--- src/rtl/hdmi_pll_sequencer_if.sv ---
// ---------------------------------------------------------------------------
// hdmi_pll_sequencer_if
// Control/status bundle between the bus logic, the HDMI clock-recovery PLL
// and hdmi_pll_sequencer.
//
// Signals:
//   i_enable        software enable; low forces the sequencer idle
//   i_restart       single-cycle pulse requesting a fresh power-cycle
//   i_pll_locked    PLL LOCKED, asynchronous to the system clock
//   o_pll_ce        PLL enable; low powers the PLL down and holds it in reset
//   o_ready         recovered clocks usable
//   o_state         current sequencer state code
//   o_int           one-cycle pulse on lock loss from READY
//   o_loss_count    saturating count of lock losses from READY
//   o_timeout_count saturating count of lock timeouts
//
// Modports:
//   slave  - the sequencer side
//   master - the controller / bench side
// ---------------------------------------------------------------------------
interface hdmi_pll_sequencer_if #(
  parameter int STAT_W = 16
) ();
  logic              i_enable;
  logic              i_restart;
  logic              i_pll_locked;
  logic              o_pll_ce;
  logic              o_ready;
  logic [2:0]        o_state;
  logic              o_int;
  logic [STAT_W-1:0] o_loss_count;
  logic [STAT_W-1:0] o_timeout_count;

  modport slave (
    input  i_enable, i_restart, i_pll_locked,
    output o_pll_ce, o_ready, o_state, o_int, o_loss_count, o_timeout_count
  );

  modport master (
    output i_enable, i_restart, i_pll_locked,
    input  o_pll_ce, o_ready, o_state, o_int, o_loss_count, o_timeout_count
  );
endinterface

--- src/rtl/hdmi_pll_sequencer.sv ---
// ---------------------------------------------------------------------------
// hdmi_pll_sequencer
// Supervises the HDMI receive clock-recovery PLL from the system clock.
// Power-cycles the PLL, waits for lock, requires lock to hold for a settle
// interval, then declares the recovered clocks ready. Lock timeouts and lock
// losses trigger a retry and are tallied in saturating counters.
//
// Parameters:
//   OFF_CYCLES     cycles o_pll_ce is held low before each attempt (>= 2)
//   LOCK_TIMEOUT   cycles allowed for synchronized lock (>= 2)
//   SETTLE_CYCLES  cycles lock must hold continuously before ready (>= 1)
//   CW             width of the shared down-counter
//   STAT_W         width of the event counters (16 for the status register)
//
// Ports:
//   i_clk    system clock, the only clock
//   i_reset  synchronous active-high reset
//   bus      control/status bundle (slave modport), see the interface file
// ---------------------------------------------------------------------------
module hdmi_pll_sequencer #(
  parameter int OFF_CYCLES    = 64,
  parameter int LOCK_TIMEOUT  = 1048576,
  parameter int SETTLE_CYCLES = 1024,
  parameter int CW            = 24,
  parameter int STAT_W        = 16
) (
  input  logic                  i_clk,
  input  logic                  i_reset,
  hdmi_pll_sequencer_if.slave   bus
);

  typedef enum logic [2:0] {
    IDLE      = 3'd0,
    OFF       = 3'd1,
    WAIT_LOCK = 3'd2,
    SETTLE    = 3'd3,
    READY     = 3'd4
  } state_e;

  localparam logic [CW-1:0]     OFF_LOAD    = CW'(OFF_CYCLES - 1);
  localparam logic [CW-1:0]     LOCK_LOAD   = CW'(LOCK_TIMEOUT - 1);
  localparam logic [CW-1:0]     SETTLE_LOAD = CW'(SETTLE_CYCLES - 1);
  localparam logic [STAT_W-1:0] STAT_MAX    = '1;

  state_e            state_q, state_d;
  logic [CW-1:0]     cnt_q, cnt_d;
  logic              sync_q, lck;
  logic              pll_ce_q, ready_q, int_q;
  logic              int_d, loss_inc, timeout_inc;
  logic [STAT_W-1:0] loss_q, timeout_q;

  // Next-state logic. Disable and restart override every state transition;
  // the shared down-counter is reloaded on entry to each timed state.
  always_comb begin
    // NOTE: every signal gets a default here so no path leaves one
    // unassigned, which would otherwise infer a latch.
    state_d     = state_q;
    cnt_d       = cnt_q;
    int_d       = 1'b0;
    loss_inc    = 1'b0;
    timeout_inc = 1'b0;

    if (!bus.i_enable) begin
      state_d = IDLE;
    end else if (bus.i_restart) begin
      state_d = OFF;
      cnt_d   = OFF_LOAD;
    end else begin
      case (state_q)
        IDLE: begin
          state_d = OFF;
          cnt_d   = OFF_LOAD;
        end
        OFF: begin
          if (cnt_q == '0) begin
            state_d = WAIT_LOCK;
            cnt_d   = LOCK_LOAD;
          end else begin
            cnt_d = cnt_q - CW'(1);
          end
        end
        WAIT_LOCK: begin
          // Lock arriving on the last timeout cycle still wins.
          if (lck) begin
            state_d = SETTLE;
            cnt_d   = SETTLE_LOAD;
          end else if (cnt_q == '0) begin
            timeout_inc = 1'b1;
            state_d     = OFF;
            cnt_d       = OFF_LOAD;
          end else begin
            cnt_d = cnt_q - CW'(1);
          end
        end
        SETTLE: begin
          // A glitch while settling just restarts the lock wait; it is not
          // counted as a loss.
          if (!lck) begin
            state_d = WAIT_LOCK;
            cnt_d   = LOCK_LOAD;
          end else if (cnt_q == '0) begin
            state_d = READY;
          end else begin
            cnt_d = cnt_q - CW'(1);
          end
        end
        READY: begin
          if (!lck) begin
            loss_inc = 1'b1;
            int_d    = 1'b1;
            state_d  = OFF;
            cnt_d    = OFF_LOAD;
          end
        end
        default: state_d = IDLE;
      endcase
    end
  end

  // Registers. Outputs are decoded from the next state so they line up with
  // the state register without a combinational path to the pins.
  always_ff @(posedge i_clk) begin
    // NOTE: sequential state uses non-blocking assignments so every flop
    // samples the pre-edge values regardless of statement order.
    if (i_reset) begin
      state_q   <= IDLE;
      cnt_q     <= '0;
      sync_q    <= 1'b0;
      lck       <= 1'b0;
      pll_ce_q  <= 1'b0;
      ready_q   <= 1'b0;
      int_q     <= 1'b0;
      loss_q    <= '0;
      timeout_q <= '0;
    end else begin
      // Two-flop synchronizer for the asynchronous LOCKED input.
      sync_q    <= bus.i_pll_locked;
      lck       <= sync_q;
      state_q   <= state_d;
      cnt_q     <= cnt_d;
      pll_ce_q  <= (state_d == WAIT_LOCK) || (state_d == SETTLE) ||
                   (state_d == READY);
      ready_q   <= (state_d == READY);
      int_q     <= int_d;
      if (loss_inc && (loss_q != STAT_MAX)) begin
        loss_q <= loss_q + STAT_W'(1);
      end
      if (timeout_inc && (timeout_q != STAT_MAX)) begin
        timeout_q <= timeout_q + STAT_W'(1);
      end
    end
  end

  assign bus.o_pll_ce        = pll_ce_q;
  assign bus.o_ready         = ready_q;
  assign bus.o_state         = state_q;
  assign bus.o_int           = int_q;
  assign bus.o_loss_count    = loss_q;
  assign bus.o_timeout_count = timeout_q;

endmodule
--- src/flat_wrapper.sv ---
// flat-port wrapper written by rule: the top's interface ports become plain ports
module hdmi_pll_sequencer_flat 
#(
  parameter int OFF_CYCLES    = 64,
  parameter int LOCK_TIMEOUT  = 1048576,
  parameter int SETTLE_CYCLES = 1024,
  parameter int CW            = 24,
  parameter int STAT_W        = 16
)
  (i_clk, i_reset, bus_i_enable, bus_i_restart, bus_i_pll_locked, bus_o_pll_ce, bus_o_ready, bus_o_state, bus_o_int, bus_o_loss_count, bus_o_timeout_count);
  hdmi_pll_sequencer_if #(.STAT_W(STAT_W)) bus_i ();
  input  logic i_clk;
  input  logic i_reset;
  input wire logic [$bits(bus_i.i_enable)-1:0] bus_i_enable;
  input wire logic [$bits(bus_i.i_restart)-1:0] bus_i_restart;
  input wire logic [$bits(bus_i.i_pll_locked)-1:0] bus_i_pll_locked;
  output wire logic [$bits(bus_i.o_pll_ce)-1:0] bus_o_pll_ce;
  output wire logic [$bits(bus_i.o_ready)-1:0] bus_o_ready;
  output wire logic [$bits(bus_i.o_state)-1:0] bus_o_state;
  output wire logic [$bits(bus_i.o_int)-1:0] bus_o_int;
  output wire logic [$bits(bus_i.o_loss_count)-1:0] bus_o_loss_count;
  output wire logic [$bits(bus_i.o_timeout_count)-1:0] bus_o_timeout_count;
  assign bus_i.i_enable = bus_i_enable;
  assign bus_i.i_restart = bus_i_restart;
  assign bus_i.i_pll_locked = bus_i_pll_locked;
  assign bus_o_pll_ce = bus_i.o_pll_ce;
  assign bus_o_ready = bus_i.o_ready;
  assign bus_o_state = bus_i.o_state;
  assign bus_o_int = bus_i.o_int;
  assign bus_o_loss_count = bus_i.o_loss_count;
  assign bus_o_timeout_count = bus_i.o_timeout_count;
  hdmi_pll_sequencer #(.OFF_CYCLES(OFF_CYCLES), .LOCK_TIMEOUT(LOCK_TIMEOUT), .SETTLE_CYCLES(SETTLE_CYCLES), .CW(CW), .STAT_W(STAT_W)) u_core (.i_clk(i_clk), .i_reset(i_reset), .bus(bus_i));
endmodule
--- config.mk ---
export PLATFORM = sky130hd
export DESIGN_NAME = hdmi_pll_sequencer_flat
export DESIGN_NICKNAME = d
export VERILOG_FILES = /design/src/rtl/hdmi_pll_sequencer_if.sv /design/src/rtl/hdmi_pll_sequencer.sv /design/src/flat_wrapper.sv
export SDC_FILE = /design/constraint.sdc
export NUM_CORES = 1
export LEC_CHECK = 0
export ABC_AREA = 1
export BUFFER_PORTS_ARGS = -buffer_cell sky130_fd_sc_hd__buf_2
export CORE_MARGIN = 8
export CORE_UTILIZATION = 26
export DETAILED_ROUTE_END_ITERATION = 8
export GPL_ROUTABILITY_DRIVEN = 0
export HOLD_SLACK_MARGIN = 0.06
export PLACE_DENSITY_LB_ADDON = 0.25
export SETUP_SLACK_MARGIN = 0.5
export SLEW_MARGIN = 15
export SYNTH_ARGS = -nofsm -noshare
export SYNTH_HDL_FRONTEND = slang
export SYNTH_SLANG_ARGS = --single-unit
--- constraint.sdc ---
create_clock -name i_clk -period 2.3 [get_ports i_clk]
set_input_delay 0.115 -clock i_clk [delete_from_list [all_inputs] [get_ports i_clk]]
set_output_delay 0.115 -clock i_clk [all_outputs]
set_load 0.03 [all_outputs]
==> results.py <==
metrics = {
    "worst_hold_path": {
        "hp-class": "in -> reg",
    },
    "worst_setup_path": {
        "crit_top_cell": "nand2_8",
        "crit_fanout": 7,
        "r2r_setup_slack_ns": 0.54,
        "slowest_delay_ns": 0.32,
        "path_cells": "inv_4, ha_4, nand2_4, nor2_8, nand3_4, o21ai_4, nand2_8, nand2_8, nor2_4, a21oi_1",
        "cp.arrival_ns": 2.01,
        "crit_family": "simple AND/OR/NAND/NOR gates",
        "cp_num_buf_inv": 1,
        "path_class": "reg -> reg",
        "cp-start-kind": "flop",
        "slowest_stage": "dfxtp_2",
        "crit_required_ns": 2.55,
        "endpoint_kind": "flop",
    },
    "grt": {
        "met3_usage_pct": 2.10,
        "grt_usage_pct": 11.4,
        "met2_usage_pct": 17.5,
        "grt.overflow.total": 0,
        "grt_use_met1_pct": 15.3,
        "grt_pass1_wl_um": 17400,
        "grt_pass1_vias": 3618,
        "antenna_found_initial": 0,
        "grt_max_degree": 31,
        "gr-max-usage-layer": "met2",
    },
    "cells_and_area": {
        "final_area_um2": 5190,
        "n_fill_cell": 1549,
        "layout_common_cells": "nand2_1, nor2_1, inv_1",
        "final_nets": 691,
        "antennaDiodeCount": 0,
        "regArea_um2": 1300,
        "syn_to_final_growth_pct": 34.2,
        "drive_gt1_share_pct": 29.4,
        "multi_input_area_um2": 2610,
        "final_common_cell": "nand2_1",
    },
    "synth": {
        "synth-seq-cells": 64,
        "avgSynthCellArea_um2": 6.41,
        "synth_cells": 603,
        "yosys_warnings": 0,
        "synthTopCellsByArea": "dfxtp_1, nand2_1, nor2_1",
        "ys_seq_area_share_pct": 33.1,
        "yosysTopAreaCellShare_pct": 33.1,
        "syn_area_um2": 3860,
        "yosysTopAreaCell": "dfxtp_1",
        "syn_nets": 611,
        "synth_cell_types": 33,
    },
    "clocking": {
        "htreeDepth": 3,
        "cts_tree": "yes",
        "root_buffer": "clkbuf_16",
        "cts.sinks": 64,
        "cts.clk_slew.worst_paths_ns": 0.05,
        "cts_buffers": 9,
        "clk_latency_ns": 0.32,
        "clockBufferDepth": 2,
    },
    "sta": {
        "skew_ns": 0.00468,
        "worstMarginPinSlew_ns": 0.789,
        "post-route-worst-setup-slack_ns": 0.536,
        "setup_viol": 0,
        "final.setup.tns_ns": 0,
        "finalMaxSlewViolations": 0,
        "rsz0062_at_grt": "yes",
        "slew_headroom_pct": 47.3,
        "hold_viol": 0,
        "min_period_ns": 1.76,
        "finalCritPeriodShare_pct": 76.7,
        "fmax_ghz": 0.567,
    },
    "route": {
        "drc": 0,
        "num_vias": 4053,
        "firstDrtPassIters": 6,
        "drt.antenna.violating_nets": 0,
        "wl_per_cell_um": 13.1,
        "via_per_inst": 4.66,
        "drt_wl_total_um": 11400,
        "drtIter0Drc": 237,
    },
    "placed_design": {
        "dp_slack_ns": 0.187,
        "post_dp_cell_area_um2": 4300,
        "portBuffers": 42,
        "hpwl_um": 7870,
    },
    "floorplan": {
        "io_pins": 43,
        "die_area_um2": 19000,
        "core_um2": 14500,
        "start_util_pct": 26.6,
        "rows": 44,
        "die-width_um": 138,
        "fp.dieH_um": 138,
    },
    "status": {
        "outcome": "finished clean",
    },
    "power_and_ir_drop": {
        "total_power_w": 0.00278,
        "ir_drop_v": 0.000370,
        "power_density_nw_per_um2": 536,
        "p_leak_nw": 2.21,
    },
    "job": {
        "drv_cap": 0,
    },
}
-- worst paths after layout --
path	from	endpoint	cells past startpoint
min reg2reg	u_core.sync_q$_SDFF_PP0_	u_core.lck$_SDFF_PP0_	2
max reg2reg	u_core.cnt_q[0]$_SDFFE_PP0P_	u_core.cnt_q[3]$_SDFFE_PP0P_	10
max	u_core.cnt_q[0]$_SDFFE_PP0P_	u_core.cnt_q[3]$_SDFFE_PP0P_	10
min	bus_i_enable	u_core.bus.o_state[0]$_SDFF_PP0_	3
-- sequential cells by signal (all words and copies together) (netlist names) --
name,cells
u_core.cnt_q,24
u_core.bus.o_loss_count,16
u_core.bus.o_timeout_count,16
u_core.bus.o_state,3
u_core.bus.o_int,1
u_core.bus.o_pll_ce,1
u_core.bus.o_ready,1
u_core.lck,1
u_core.sync_q,1
-- metal layers --
layer	share of wire [%]	vias to the layer above
li1	-	2100
met2	47	76
met5	0	-
met1	48	1865
met3	3.3	12
met4	1.5	0
-- Yosys cell counts --
library cell  instances
inv_1                64
nand3b_1              1
nor2_1               88
xnor2_1              10
o21ai_0              12
nor3_2                1
nand2_2              13
ha_1                  3
nand4_1              12
nor2_4                4
nor3_1               15
o21ai_1               8
buf_2                 3
nand3_2               2
nand2_4               2
nand3_4               1
nor2_8                1
nand2_1             173
o21bai_1              2
o2111ai_1             1
nor2_2                6
nand3_1              41
o21ai_2               2
and3_1                1
xor2_1               10
inv_2                 2
buf_6                 2
clkbuf_1              3
a21oi_1              38
buf_1                 3
nor4_1                1
a21oi_2              14
dfxtp_1              64
-- worst register-to-register path, cell delays in order (launching register included) --
cell and delay (ns):
dfxtp_2 0.32, inv_4 0.07, ha_4 0.15, nand2_4 0.07
nor2_8 0.15, nand3_4 0.15, o21ai_4 0.26, nand2_8 0.14
nand2_8 0.17, nor2_4 0.07, a21oi_1 0.15
-- timing repair --
action / CTS / global route
hold buffers: 1 / 0
resized for setup: 18 / 72
pin swaps: 9 / 34
hold endpoints to repair: 1 / 0
endpoints found under the setup margin: 48 / 52
cloned: 1 / 3
setup buffers: 4 / 22
-- power by group --
group,leakage (nW),total [W],internal [W],switching [W]
combinational,1.54,0.000280,0.000105,0.000175
sequential,0.526,0.00114,0.00112,0.0000166
clock,0.143,0.00136,0.000883,0.000477
-- final cells by class --
cell class,instances,area share [%]
clock buffer,11,4.87
multi-input combinational,466,50.4
clock inverter,3,0.820
timing repair buffer,76,9.53
sequential,64,25.1
inverter,66,4.82
tap,184,4.44
-- logic make-up after synthesis --
family	count (synthesis)	share of synthesized area (%)
flops	64	33.1
xor+xnor	20	4.53
fa+ha+maj	3	0.971
simple gates	362	41.6
compound gates	77	11.8
buf+inv	77	7.96
-- through the flow --
| step | hold WS, ns | util (%) | std cells |
|---|---|---|---|
| global route | 0.102 | 35.7 | 870 |
| floorplan | 0.222 | - | 603 |
| global placement | 0.332 | 29.6 | 825 |
| finish | 0.0939 | 35.7 | 870 |
| detailed placement | 0.331 | 29.6 | 825 |
| CTS | 0.0933 | 32.5 | 845 |
(Power assumes the default switching activity.)
